--- src/rtl/mips_ctrl_defs.sv ---
// Shared definitions for the multi-cycle MIPS control path.
// Holds the state codes, opcode/funct constants, ALU_Op codes and datapath
// mux-select encodings. ALU_Control and the datapath use the same values.
// The package also holds the bundled control-word struct that the top-level
// output decode fills in.
package mips_ctrl_defs;

    // FSM state codes. They are visible on the State debug port, so the
    // numeric values are fixed.
    typedef enum logic [3:0] {
        S_FETCH     = 4'd0,
        S_DECODE    = 4'd1,
        S_MEM_ADDR  = 4'd2,
        S_MEM_READ  = 4'd3,
        S_MEM_WB    = 4'd4,
        S_MEM_WRITE = 4'd5,
        S_R_EXEC    = 4'd6,
        S_R_WB      = 4'd7,
        S_BRANCH    = 4'd8,
        S_JUMP      = 4'd9,
        S_I_EXEC    = 4'd10,
        S_I_WB      = 4'd11,
        S_JAL       = 4'd12,
        S_JR        = 4'd13,
        S_TRAP      = 4'd14
    } state_t;

    // Opcodes (IR[31:26])
    localparam logic [5:0] OP_RTYPE = 6'h00;
    localparam logic [5:0] OP_J     = 6'h02;
    localparam logic [5:0] OP_JAL   = 6'h03;
    localparam logic [5:0] OP_BEQ   = 6'h04;
    localparam logic [5:0] OP_BNE   = 6'h05;
    localparam logic [5:0] OP_ADDI  = 6'h08;
    localparam logic [5:0] OP_SLTI  = 6'h0A;
    localparam logic [5:0] OP_ANDI  = 6'h0C;
    localparam logic [5:0] OP_ORI   = 6'h0D;
    localparam logic [5:0] OP_LW    = 6'h23;
    localparam logic [5:0] OP_SW    = 6'h2B;

    // Funct codes (IR[5:0]) of interest to the control path
    localparam logic [5:0] FN_JR  = 6'h08;
    localparam logic [5:0] FN_ADD = 6'h20;

    // ALU_Op codes sent to ALU_Control
    localparam logic [2:0] ALU_ADD   = 3'b000;
    localparam logic [2:0] ALU_SUB   = 3'b001;
    localparam logic [2:0] ALU_FUNCT = 3'b010;
    localparam logic [2:0] ALU_AND   = 3'b011;
    localparam logic [2:0] ALU_OR    = 3'b100;
    localparam logic [2:0] ALU_SLT   = 3'b101;

    // Register-file destination select
    localparam logic [1:0] REGDST_RT = 2'b00;
    localparam logic [1:0] REGDST_RD = 2'b01;
    localparam logic [1:0] REGDST_RA = 2'b10;

    // Register-file write-data select
    localparam logic [1:0] M2R_ALUOUT = 2'b00;
    localparam logic [1:0] M2R_MDR    = 2'b01;
    localparam logic [1:0] M2R_PC     = 2'b10;

    // ALU operand selects
    localparam logic       SRCA_PC     = 1'b0;
    localparam logic       SRCA_A      = 1'b1;
    localparam logic [1:0] SRCB_B      = 2'b00;
    localparam logic [1:0] SRCB_FOUR   = 2'b01;
    localparam logic [1:0] SRCB_IMM    = 2'b10;
    localparam logic [1:0] SRCB_IMM_SH = 2'b11;

    // PC source select
    localparam logic [1:0] PCSRC_ALU    = 2'b00;
    localparam logic [1:0] PCSRC_ALUOUT = 2'b01;
    localparam logic [1:0] PCSRC_JUMP   = 2'b10;
    localparam logic [1:0] PCSRC_REG    = 2'b11;

    // Memory address select
    localparam logic IORD_PC     = 1'b0;
    localparam logic IORD_ALUOUT = 1'b1;

    // Sticky fault codes
    localparam logic [1:0] FAULT_NONE    = 2'b00;
    localparam logic [1:0] FAULT_ILLEGAL = 2'b01;
    localparam logic [1:0] FAULT_TIMEOUT = 2'b10;

    // One control word for the whole datapath
    typedef struct packed {
        logic       pc_write;
        logic       pc_write_cond;
        logic       pc_write_cond_ne;
        logic       i_or_d;
        logic       mem_read;
        logic       mem_write;
        logic       ir_write;
        logic       reg_write;
        logic [1:0] reg_dst;
        logic [1:0] mem_to_reg;
        logic       alu_src_a;
        logic [1:0] alu_src_b;
        logic [2:0] alu_op;
        logic [1:0] pc_source;
        logic       instr_done;
    } ctrl_t;

    // States that wait on the memory handshake and so feed the watchdog
    function automatic logic is_mem_wait_state(state_t s);
        return (s == S_FETCH) || (s == S_MEM_READ) || (s == S_MEM_WRITE);
    endfunction

endpackage

--- src/rtl/mips_mc_next_state.sv ---
// Combinational next-state decode for the multi-cycle control FSM.
// Ports:
//   state_i      current FSM state
//   opcode_i     IR[31:26] (only meaningful from DECODE onward)
//   funct_i      IR[5:0]
//   mem_ready_i  memory completes the current access this cycle
//   timeout_i    watchdog expires this cycle (only raised in a memory-wait state)
//   next_state_o state to load on the next clock edge
module mips_mc_next_state
    import mips_ctrl_defs::*;
#(
    parameter int OPCODE_W = 6,
    parameter int FUNCT_W  = 6
) (
    input  state_t              state_i,
    input  logic [OPCODE_W-1:0] opcode_i,
    input  logic [FUNCT_W-1:0]  funct_i,
    input  logic                mem_ready_i,
    input  logic                timeout_i,
    output state_t              next_state_o
);

    always_comb begin
        next_state_o = state_i;
        case (state_i)
            // Memory-wait states: completion takes priority over the
            // watchdog. The watchdog cannot fire when Mem_Ready is high.
            S_FETCH: begin
                if (mem_ready_i)    next_state_o = S_DECODE;
                else if (timeout_i) next_state_o = S_TRAP;
            end
            S_MEM_READ: begin
                if (mem_ready_i)    next_state_o = S_MEM_WB;
                else if (timeout_i) next_state_o = S_TRAP;
            end
            S_MEM_WRITE: begin
                if (mem_ready_i)    next_state_o = S_FETCH;
                else if (timeout_i) next_state_o = S_TRAP;
            end
            S_DECODE: begin
                case (opcode_i)
                    OPCODE_W'(OP_RTYPE):
                        next_state_o = (funct_i == FUNCT_W'(FN_JR)) ? S_JR : S_R_EXEC;
                    OPCODE_W'(OP_LW),
                    OPCODE_W'(OP_SW):   next_state_o = S_MEM_ADDR;
                    OPCODE_W'(OP_BEQ),
                    OPCODE_W'(OP_BNE):  next_state_o = S_BRANCH;
                    OPCODE_W'(OP_J):    next_state_o = S_JUMP;
                    OPCODE_W'(OP_JAL):  next_state_o = S_JAL;
                    OPCODE_W'(OP_ADDI),
                    OPCODE_W'(OP_ANDI),
                    OPCODE_W'(OP_ORI),
                    OPCODE_W'(OP_SLTI): next_state_o = S_I_EXEC;
                    default:            next_state_o = S_TRAP;
                endcase
            end
            // Only lw and sw reach MEM_ADDR, so anything that is not sw is a load.
            S_MEM_ADDR:
                next_state_o = (opcode_i == OPCODE_W'(OP_SW)) ? S_MEM_WRITE : S_MEM_READ;
            S_R_EXEC: next_state_o = S_R_WB;
            S_I_EXEC: next_state_o = S_I_WB;
            S_MEM_WB,
            S_R_WB,
            S_I_WB,
            S_BRANCH,
            S_JUMP,
            S_JAL,
            S_JR:     next_state_o = S_FETCH;
            // TRAP is absorbing. The unused code 15 also lands there.
            default:  next_state_o = S_TRAP;
        endcase
    end

endmodule

--- src/rtl/mips_multicycle_control.sv ---
// Multi-cycle MIPS control unit: a Moore FSM that sequences each instruction
// over 3-5 cycles (plus memory wait cycles) through a shared ALU and a
// unified memory. A watchdog traps when memory stalls too long, and an
// undecodable opcode also traps.
// Ports:
//   Clock, reset           clock (rising edge) and async active-high reset
//   Opcode, Funct          IR fields
//   Mem_Ready              memory handshake: current access completes this cycle
//   PC_Write..PC_Source    datapath enables and mux selects
//   Instr_Done             pulse in the last cycle of each instruction
//   Fault                  sticky: 00 none, 01 illegal opcode, 10 memory timeout
//   State                  current state code (debug)
// All outputs are forced to 0 while reset is high.
module mips_multicycle_control
    import mips_ctrl_defs::*;
#(
    parameter int OPCODE_W = 6,
    parameter int FUNCT_W  = 6,
    parameter int ALUOP_W  = 3,
    parameter int TIMEOUT  = 16,
    parameter int TO_W     = 5
) (
    input  logic                Clock,
    input  logic                reset,
    input  logic [OPCODE_W-1:0] Opcode,
    input  logic [FUNCT_W-1:0]  Funct,
    input  logic                Mem_Ready,
    output logic                PC_Write,
    output logic                PC_Write_Cond,
    output logic                PC_Write_Cond_NE,
    output logic                I_or_D,
    output logic                Mem_Read,
    output logic                Mem_Write,
    output logic                IR_Write,
    output logic                Reg_Write,
    output logic [1:0]          Reg_Dst,
    output logic [1:0]          Mem_to_Reg,
    output logic                ALU_Src_A,
    output logic [1:0]          ALU_Src_B,
    output logic [ALUOP_W-1:0]  ALU_Op,
    output logic [1:0]          PC_Source,
    output logic                Instr_Done,
    output logic [1:0]          Fault,
    output logic [3:0]          State
);

    state_t          state_q, state_d;
    logic [TO_W-1:0] to_q, to_d;
    logic [1:0]      fault_q, fault_d;
    logic            mem_wait;
    logic            timeout_hit;
    ctrl_t           ctrl;

    // ---------------- watchdog ----------------
    // to_q counts the consecutive stalled cycles that came before this one.
    // The stall cycle that takes the count to TIMEOUT diverts the FSM to TRAP.
    always_comb begin
        mem_wait    = is_mem_wait_state(state_q) && !Mem_Ready;
        timeout_hit = mem_wait && (to_q == TO_W'(TIMEOUT - 1));
        // Any state change (completion or trap) clears the count.
        to_d        = (mem_wait && !timeout_hit) ? to_q + TO_W'(1) : '0;
    end

    mips_mc_next_state #(
        .OPCODE_W (OPCODE_W),
        .FUNCT_W  (FUNCT_W)
    ) u_next_state (
        .state_i      (state_q),
        .opcode_i     (Opcode),
        .funct_i      (Funct),
        .mem_ready_i  (Mem_Ready),
        .timeout_i    (timeout_hit),
        .next_state_o (state_d)
    );

    // Record the cause only on the transition into TRAP. Nothing leaves
    // TRAP except reset, so the code stays put afterwards.
    always_comb begin
        fault_d = fault_q;
        if (state_q != S_TRAP && state_d == S_TRAP)
            fault_d = timeout_hit ? FAULT_TIMEOUT : FAULT_ILLEGAL;
    end

    always_ff @(posedge Clock or posedge reset) begin
        if (reset) begin
            state_q <= S_FETCH;
            to_q    <= '0;
            fault_q <= FAULT_NONE;
        end else begin
            state_q <= state_d;
            to_q    <= to_d;
            fault_q <= fault_d;
        end
    end

    // ---------------- output decode ----------------
    always_comb begin
        ctrl = '0;
        case (state_q)
            S_FETCH: begin
                ctrl.mem_read  = 1'b1;
                ctrl.i_or_d    = IORD_PC;
                ctrl.alu_src_a = SRCA_PC;
                ctrl.alu_src_b = SRCB_FOUR;
                ctrl.alu_op    = ALU_ADD;
                ctrl.pc_source = PCSRC_ALU;
                // IR and PC+4 are captured only in the cycle the fetch completes.
                ctrl.ir_write  = Mem_Ready;
                ctrl.pc_write  = Mem_Ready;
            end
            S_DECODE: begin
                // Speculative branch target into ALUOut.
                ctrl.alu_src_a = SRCA_PC;
                ctrl.alu_src_b = SRCB_IMM_SH;
                ctrl.alu_op    = ALU_ADD;
            end
            S_MEM_ADDR: begin
                ctrl.alu_src_a = SRCA_A;
                ctrl.alu_src_b = SRCB_IMM;
                ctrl.alu_op    = ALU_ADD;
            end
            S_MEM_READ: begin
                ctrl.mem_read = 1'b1;
                ctrl.i_or_d   = IORD_ALUOUT;
            end
            S_MEM_WB: begin
                ctrl.reg_write  = 1'b1;
                ctrl.reg_dst    = REGDST_RT;
                ctrl.mem_to_reg = M2R_MDR;
                ctrl.instr_done = 1'b1;
            end
            S_MEM_WRITE: begin
                ctrl.mem_write  = 1'b1;
                ctrl.i_or_d     = IORD_ALUOUT;
                ctrl.instr_done = Mem_Ready;
            end
            S_R_EXEC: begin
                ctrl.alu_src_a = SRCA_A;
                ctrl.alu_src_b = SRCB_B;
                ctrl.alu_op    = ALU_FUNCT;
            end
            S_R_WB: begin
                ctrl.reg_write  = 1'b1;
                ctrl.reg_dst    = REGDST_RD;
                ctrl.mem_to_reg = M2R_ALUOUT;
                ctrl.instr_done = 1'b1;
            end
            S_BRANCH: begin
                ctrl.alu_src_a        = SRCA_A;
                ctrl.alu_src_b        = SRCB_B;
                ctrl.alu_op           = ALU_SUB;
                ctrl.pc_source        = PCSRC_ALUOUT;
                ctrl.pc_write_cond    = (Opcode == OPCODE_W'(OP_BEQ));
                ctrl.pc_write_cond_ne = (Opcode == OPCODE_W'(OP_BNE));
                ctrl.instr_done       = 1'b1;
            end
            S_JUMP: begin
                ctrl.pc_write   = 1'b1;
                ctrl.pc_source  = PCSRC_JUMP;
                ctrl.instr_done = 1'b1;
            end
            S_JAL: begin
                // PC already holds PC+4 from FETCH, so it is the link value.
                ctrl.pc_write   = 1'b1;
                ctrl.pc_source  = PCSRC_JUMP;
                ctrl.reg_write  = 1'b1;
                ctrl.reg_dst    = REGDST_RA;
                ctrl.mem_to_reg = M2R_PC;
                ctrl.instr_done = 1'b1;
            end
            S_JR: begin
                ctrl.pc_write   = 1'b1;
                ctrl.pc_source  = PCSRC_REG;
                ctrl.instr_done = 1'b1;
            end
            S_I_EXEC: begin
                ctrl.alu_src_a = SRCA_A;
                ctrl.alu_src_b = SRCB_IMM;
                case (Opcode)
                    OPCODE_W'(OP_ANDI): ctrl.alu_op = ALU_AND;
                    OPCODE_W'(OP_ORI):  ctrl.alu_op = ALU_OR;
                    OPCODE_W'(OP_SLTI): ctrl.alu_op = ALU_SLT;
                    default:            ctrl.alu_op = ALU_ADD;
                endcase
            end
            S_I_WB: begin
                ctrl.reg_write  = 1'b1;
                ctrl.reg_dst    = REGDST_RT;
                ctrl.mem_to_reg = M2R_ALUOUT;
                ctrl.instr_done = 1'b1;
            end
            default: ctrl = '0;   // TRAP: everything quiet
        endcase
    end

    // Outputs are gated by reset, so an aborted access drops its strobes at once.
    assign PC_Write         = !reset && ctrl.pc_write;
    assign PC_Write_Cond    = !reset && ctrl.pc_write_cond;
    assign PC_Write_Cond_NE = !reset && ctrl.pc_write_cond_ne;
    assign I_or_D           = !reset && ctrl.i_or_d;
    assign Mem_Read         = !reset && ctrl.mem_read;
    assign Mem_Write        = !reset && ctrl.mem_write;
    assign IR_Write         = !reset && ctrl.ir_write;
    assign Reg_Write        = !reset && ctrl.reg_write;
    assign ALU_Src_A        = !reset && ctrl.alu_src_a;
    assign Instr_Done       = !reset && ctrl.instr_done;
    assign Reg_Dst          = reset ? 2'b00 : ctrl.reg_dst;
    assign Mem_to_Reg       = reset ? 2'b00 : ctrl.mem_to_reg;
    assign ALU_Src_B        = reset ? 2'b00 : ctrl.alu_src_b;
    assign ALU_Op           = reset ? '0 : ALUOP_W'(ctrl.alu_op);
    assign PC_Source        = reset ? 2'b00 : ctrl.pc_source;
    assign Fault            = reset ? FAULT_NONE : fault_q;
    assign State            = reset ? 4'd0 : state_q;

endmodule

--- config.mk ---
export PLATFORM = sky130hd
export DESIGN_NAME = mips_multicycle_control
export DESIGN_NICKNAME = d
export VERILOG_FILES = /design/src/rtl/mips_ctrl_defs.sv /design/src/rtl/mips_mc_next_state.sv /design/src/rtl/mips_multicycle_control.sv
export SDC_FILE = /design/constraint.sdc
export NUM_CORES = 1
export LEC_CHECK = 0
export ABC_CLOCK_PERIOD_IN_PS = 4850
export CAP_MARGIN = 15
export CELL_PAD_IN_SITES_DETAIL_PLACEMENT = 1
export CELL_PAD_IN_SITES_GLOBAL_PLACEMENT = 2
export CORE_ASPECT_RATIO = 0.75
export CORE_MARGIN = 3
export CORE_UTILIZATION = 25
export CTS_CLUSTER_DIAMETER = 100
export DETAILED_ROUTE_END_ITERATION = 10
export GPL_ROUTABILITY_DRIVEN = 0
export PLACE_DENSITY_LB_ADDON = 0.25
export SYNTH_ARGS = -nofsm -noshare
export SYNTH_HDL_FRONTEND = slang
export SYNTH_SLANG_ARGS = --single-unit
--- constraint.sdc ---
create_clock -name Clock -period 4.85 [get_ports Clock]
set_clock_uncertainty 0.05 [all_clocks]
set_input_delay 0.7275 -clock Clock [delete_from_list [all_inputs] [get_ports Clock]]
set_output_delay 0.7275 -clock Clock [all_outputs]
set_load 0.03 [all_outputs]
* Word level (Yosys, flattened, before mapping)
Cells that the tools add are included.
** Operators by class
- Add/sub/neg operators :: 1
- Shift-type cells :: 0
- Magnitude comparators :: 0
- Mux-type cells :: 28
- Divide/modulo/power cells :: 0
- Reductions and logical operators :: 29
- Equal/unequal tests :: 27
- Multiply operators :: 0
- Bitwise logic cells :: 0
** Operators with widths (count)
- 6-bit one-hot mux with 6 select lines :: 1
- 4-bit one-hot mux with 8 select lines :: 1
- 6-bit by 4-bit == test with 1-bit output, second input constant :: 5
- 4-bit == test, second input constant :: 7
- 4-bit two-way mux :: 6
- 4-bit one-hot mux with 6 select lines :: 1
- 5-bit one-hot mux with 4 select lines :: 1
- 4-bit by 3-bit == test with 1-bit output, second input constant :: 4
- 1-bit logical AND :: 14
- 2-bit two-way mux :: 7
- 6-bit by 2-bit == test with 1-bit output, second input constant :: 2
- 6-bit by 3-bit == test with 1-bit output, second input constant :: 2
- 6-bit == test, second input constant :: 2
- 2-bit OR reduction :: 5
- 3-bit one-hot mux with 3 select lines :: 1
- 4-bit by 2-bit == test with 1-bit output, second input constant :: 2
- 7-bit OR reduction :: 1
- 6-bit logical NOT :: 1
- 3-bit two-way mux :: 2
- 2-bit one-hot mux with 3 select lines :: 1
- 5-bit by 1-bit adder with 5-bit output, second input constant :: 1
- 5-bit by 4-bit == test with 1-bit output, second input constant :: 1
- 5-bit two-way mux :: 1
- 4-bit by 1-bit == test with 1-bit output, second input constant :: 1
- 8 further kinds :: 15
** Word-level totals
- Memories kept :: 0
- Bits of input ports :: 15
- Register bits :: 11
- Output and inout port bits :: 27
- Bits in read-only memories :: 0
- Latch bits :: 0
- RAM bits :: 0
- Logic and storage cells :: 88

* Longest topological paths before layout
- Depth in word-level cells :: 10
- Depth in mapped cells :: 8

* By module
Synthesis repeated with hierarchy kept, for this count alone.
** Unflattened totals
- Cell total of the unflattened synthesis :: 170
- Area, all modules :: 1246.2 sq um
** By module, submodules not included
- mips_multicycle_control :: area an instance 884.6 sq um, sequential area each 275.3 sq um, cells an instance 107, times used 1
- mips_mc_next_state :: area an instance 361.6 sq um, sequential area each 0.0 sq um, cells an instance 63, times used 1

* Worst setup path before layout
No wires, ideal clock.
- Path kind :: reg2out
- Start :: register state_q[0]
- End :: output port PC_Write
- Arrival time :: 2206 ps
- Slack :: 1866 ps
- Buffers on the path :: 1
- Cell stages (with the launch flop) :: 6
- Cell sequence :: dfrtp_1 > clkbuf_4 > or2_1 > nor3_1 > a21o_1 > or2_1
** On the way
- Longest elaborated chain between the ends :: 4
** RTL lines
- from (decl) :: line mips_multicycle_control.sv:47 : state_t state_q, state_d;
- from (signal assigned) :: line mips_multicycle_control.sv:90 : state_q <= state_d;
- 4-bit == test :: line mips_multicycle_control.sv:99 : case (state_q)
- 3-bit OR reduction (no source line)
- 1-bit one-hot mux with 2 select lines * :: line mips_multicycle_control.sv:99
- 1-bit logical AND * :: line mips_multicycle_control.sv:197 : assign PC_Write = !reset && ctrl.pc_write;
- to (decl) :: line mips_multicycle_control.sv:28 : output logic PC_Write,
Every way passes the cells marked *; elsewhere a longest branch is shown, timed or not.

* Worst setup path after layout
- Start :: input port reset
- End :: output port PC_Write_Cond
** On the way
- Longest elaborated chain between the ends :: 2
** RTL lines
- from (decl) :: line mips_multicycle_control.sv:24 : input logic reset,
- 1-bit logical NOT :: line mips_multicycle_control.sv:198 : assign PC_Write_Cond = !reset && ctrl.pc_write_cond;
- 1-bit logical AND :: line mips_multicycle_control.sv:198
- to (decl) :: line mips_multicycle_control.sv:29 : output logic PC_Write_Cond,
Every way passes these cells.

==> metrics.yaml <==
placement:
  dp_hpwl_mm: 2.95
  dpl_cell_area_sq_um: 1530
  io_buffers: 41
run:
  maxCapViolCount: 0
timing:
  fin_crit_sh_pct: 76.5
  holdWs_ps: 414
  tns_ps: 0
  rsz0062_at_grt: "false"
  max-slew-margin-rel_pct: 50.9
  worstMarginPinSlew_ps: 736
  hold_violations: 0
  final-max-slew-violation-count: 0
  clock.fmax_mhz: 270
  setup_violations: 0
  fin_crit_ps: 3710
setup_path:
  critPathKind: "input port to output port"
  critPathMaxFanout: 16
  start_kind: "input port"
  arrival_ps: 2930
  cp.required_ps: 4070
  cp-startpoint: "reset"
  critPathTopFamily: "buffers and inverters"
  crit_buf_inv: 5
  path_cells: "clkdlybuf4s50_1, buf_4, inv_1, nand2_1, inv_1, nand4_1, nor2_1, clkdlybuf4s50_1"
  reg2reg_from: "to_q[0]$_DFF_PP0_"
  worst_setup_path_end_kind: "output port"
  max_stage_delay_ps: 680
  slowest_stage: "clkdlybuf4s50_1"
route:
  ant_nets: 0
  post-route-drc-count: 0
  viasPerCell: 5.10
  via_count: 1245
  first_pass_iters: 4
  wl_per_cell_um: 15.0
  wirelength_mm: 3.66
  drtIter0Drc: 67
clock_network:
  cts.sinks: 11
  clkSlewWorstSetupHoldPaths_ps: 50
  holdBufCountCts: 0
  cts_made_buffers: 3
  cts_resized: 0
  clk_latency_ps: 240
  cts_setup_buffers: 0
  cts_tree: "yes"
  clock_path_buffers: 2
  root_buffer: "clkbuf_8"
  htreeDepth: 1
worst_hold_path:
  hp-start: "to_q[0]$_DFF_PP0_"
  hp-class: "flop to flop"
floorplan:
  io_pins: 42
  core_sq_um: 4150
  rows: 20
  initial_utilization_pct: 26.5
  die_w_um: 82.6
  fp.dieH_um: 63.5
  dieArea_sq_um: 5240
layout:
  synthToLayoutAreaGrowth_pct: 42.6
  layout_commonest_cell: "clkdlybuf4s50_1"
  final_nets: 207
  seq_area_sq_um: 275
  num-fill-cells: 531
  post_route_cells_drive_above_1_share_pct: 4.23
  mostFrequentLayoutCells: "41 x clkdlybuf4s50_1, 22 x nor2_1, 13 x nor3_1"
  multiInputGateArea_sq_um: 733
  utilization_pct: 37.8
  finish.instance_area_sq_um: 1570
  n_antenna_cell: 0
synthesis:
  netlist_area_sq_um: 1100
  seq_area_frac_synth_pct: 25.0
  yosys_most_used_dff: "dfrtp_1"
  synth_edf_count: 0
  synth_seq_cells: 11
  syn_nets: 170
  yosys.cell_types.count: 44
  synthArstFlopShare_pct: 100
  yosysWarnings: 0
  synthCells: 153
  syn_area_per_cell_sq_um: 7.20
global_route:
  grt_usage_pct: 15.1
  grt_overflow: 0
  grt_max_degree: 25
  grt_pass1_vias: 1345
  antenna_found_initial: 0
  grt_pass1_wl_mm: 6.27
power:
  p_total_mw: 0.757
  ir_drop_uv: 120
  power.leakage_nw: 0.615
  power_density_nw_per_um2: 482
status:
  status: "finished, final reports clean"
==> cells by family after synthesis <==
| kind of cell | share of synthesized area (%) |
|---|---|
| DFF | 25.0 |
| adders and majority gates | 2.27 |
| xor gates and xnor gates | 4.77 |
| buffers and inverters | 8.41 |
| AOI/OAI and AO/OA | 21.1 |
| and+or+nand+nor | 38.4 |
==> metrics by stage <==
step	setup slack, ps	cells
3_3_place_gp	1120	240
5_1_grt	925	244
3_5_place_dp	1100	240
2_1_floorplan	1870	153
4_1_cts	1080	244
6_report	1140	244
==> worst paths after layout <==
path	to	slack, ps	cells past startpoint
worst max-delay path	PC_Write_Cond	1140	8
max in group asynchronous	to_q[0]$_DFF_PP0_	3480	3
worst min register to register	to_q[0]$_DFF_PP0_	410	1
min in group asynchronous	fault_q[1]$_DFFE_PP0P_	960	3
worst min-delay path	to_q[0]$_DFF_PP0_	410	1
worst max register to register	fault_q[0]$_DFFE_PP0P_	2480	8
==> power by group <==
part / total [mW] / leakage [nW] / internal (mW) / switching (mW)
logic: 0.458 / 0.447 / 0.191 / 0.267
clock network: 0.0904 / 0.0228 / 0.0576 / 0.0328
registers: 0.209 / 0.145 / 0.116 / 0.0931
==> cell type report <==
class / count / area share (%)
Clock buffer: 4 / 2.87
Sequential cell: 11 / 17.5
Multi-Input combinational cell: 124 / 46.7
Inverter: 8 / 1.91
Tap cell: 55 / 4.38
Timing Repair Buffer: 42 / 26.6
==> cells in the mapped netlist, types with 5 or more instances <==
master   number  area (sq um)
a21oi_1      10          50.1
and3_1        6          37.5
dfrtp_1      11           275
inv_1         7          26.3
nand2_1      12          45.0
nor2_1       22          82.6
nor2b_1       8          50.1
nor3_1       13          65.1
o21ai_0       5          25.0
==> sequential cells by signal (all words and copies together) (netlist names) <==
| register | cells |
|---|---|
| state_q | 4 |
| to_q | 5 |
| fault_q | 2 |
==> layer usage <==
metal	GRT usage (%)	vias up	wire length [um]
li1	-	616	-
met5	0	-	0
met3	3.29	4	182
met1	20.1	589	1770
met2	24.6	36	1680
met4	3.47	0	28
No activity file was read; power rests on OpenSTA's default activity.
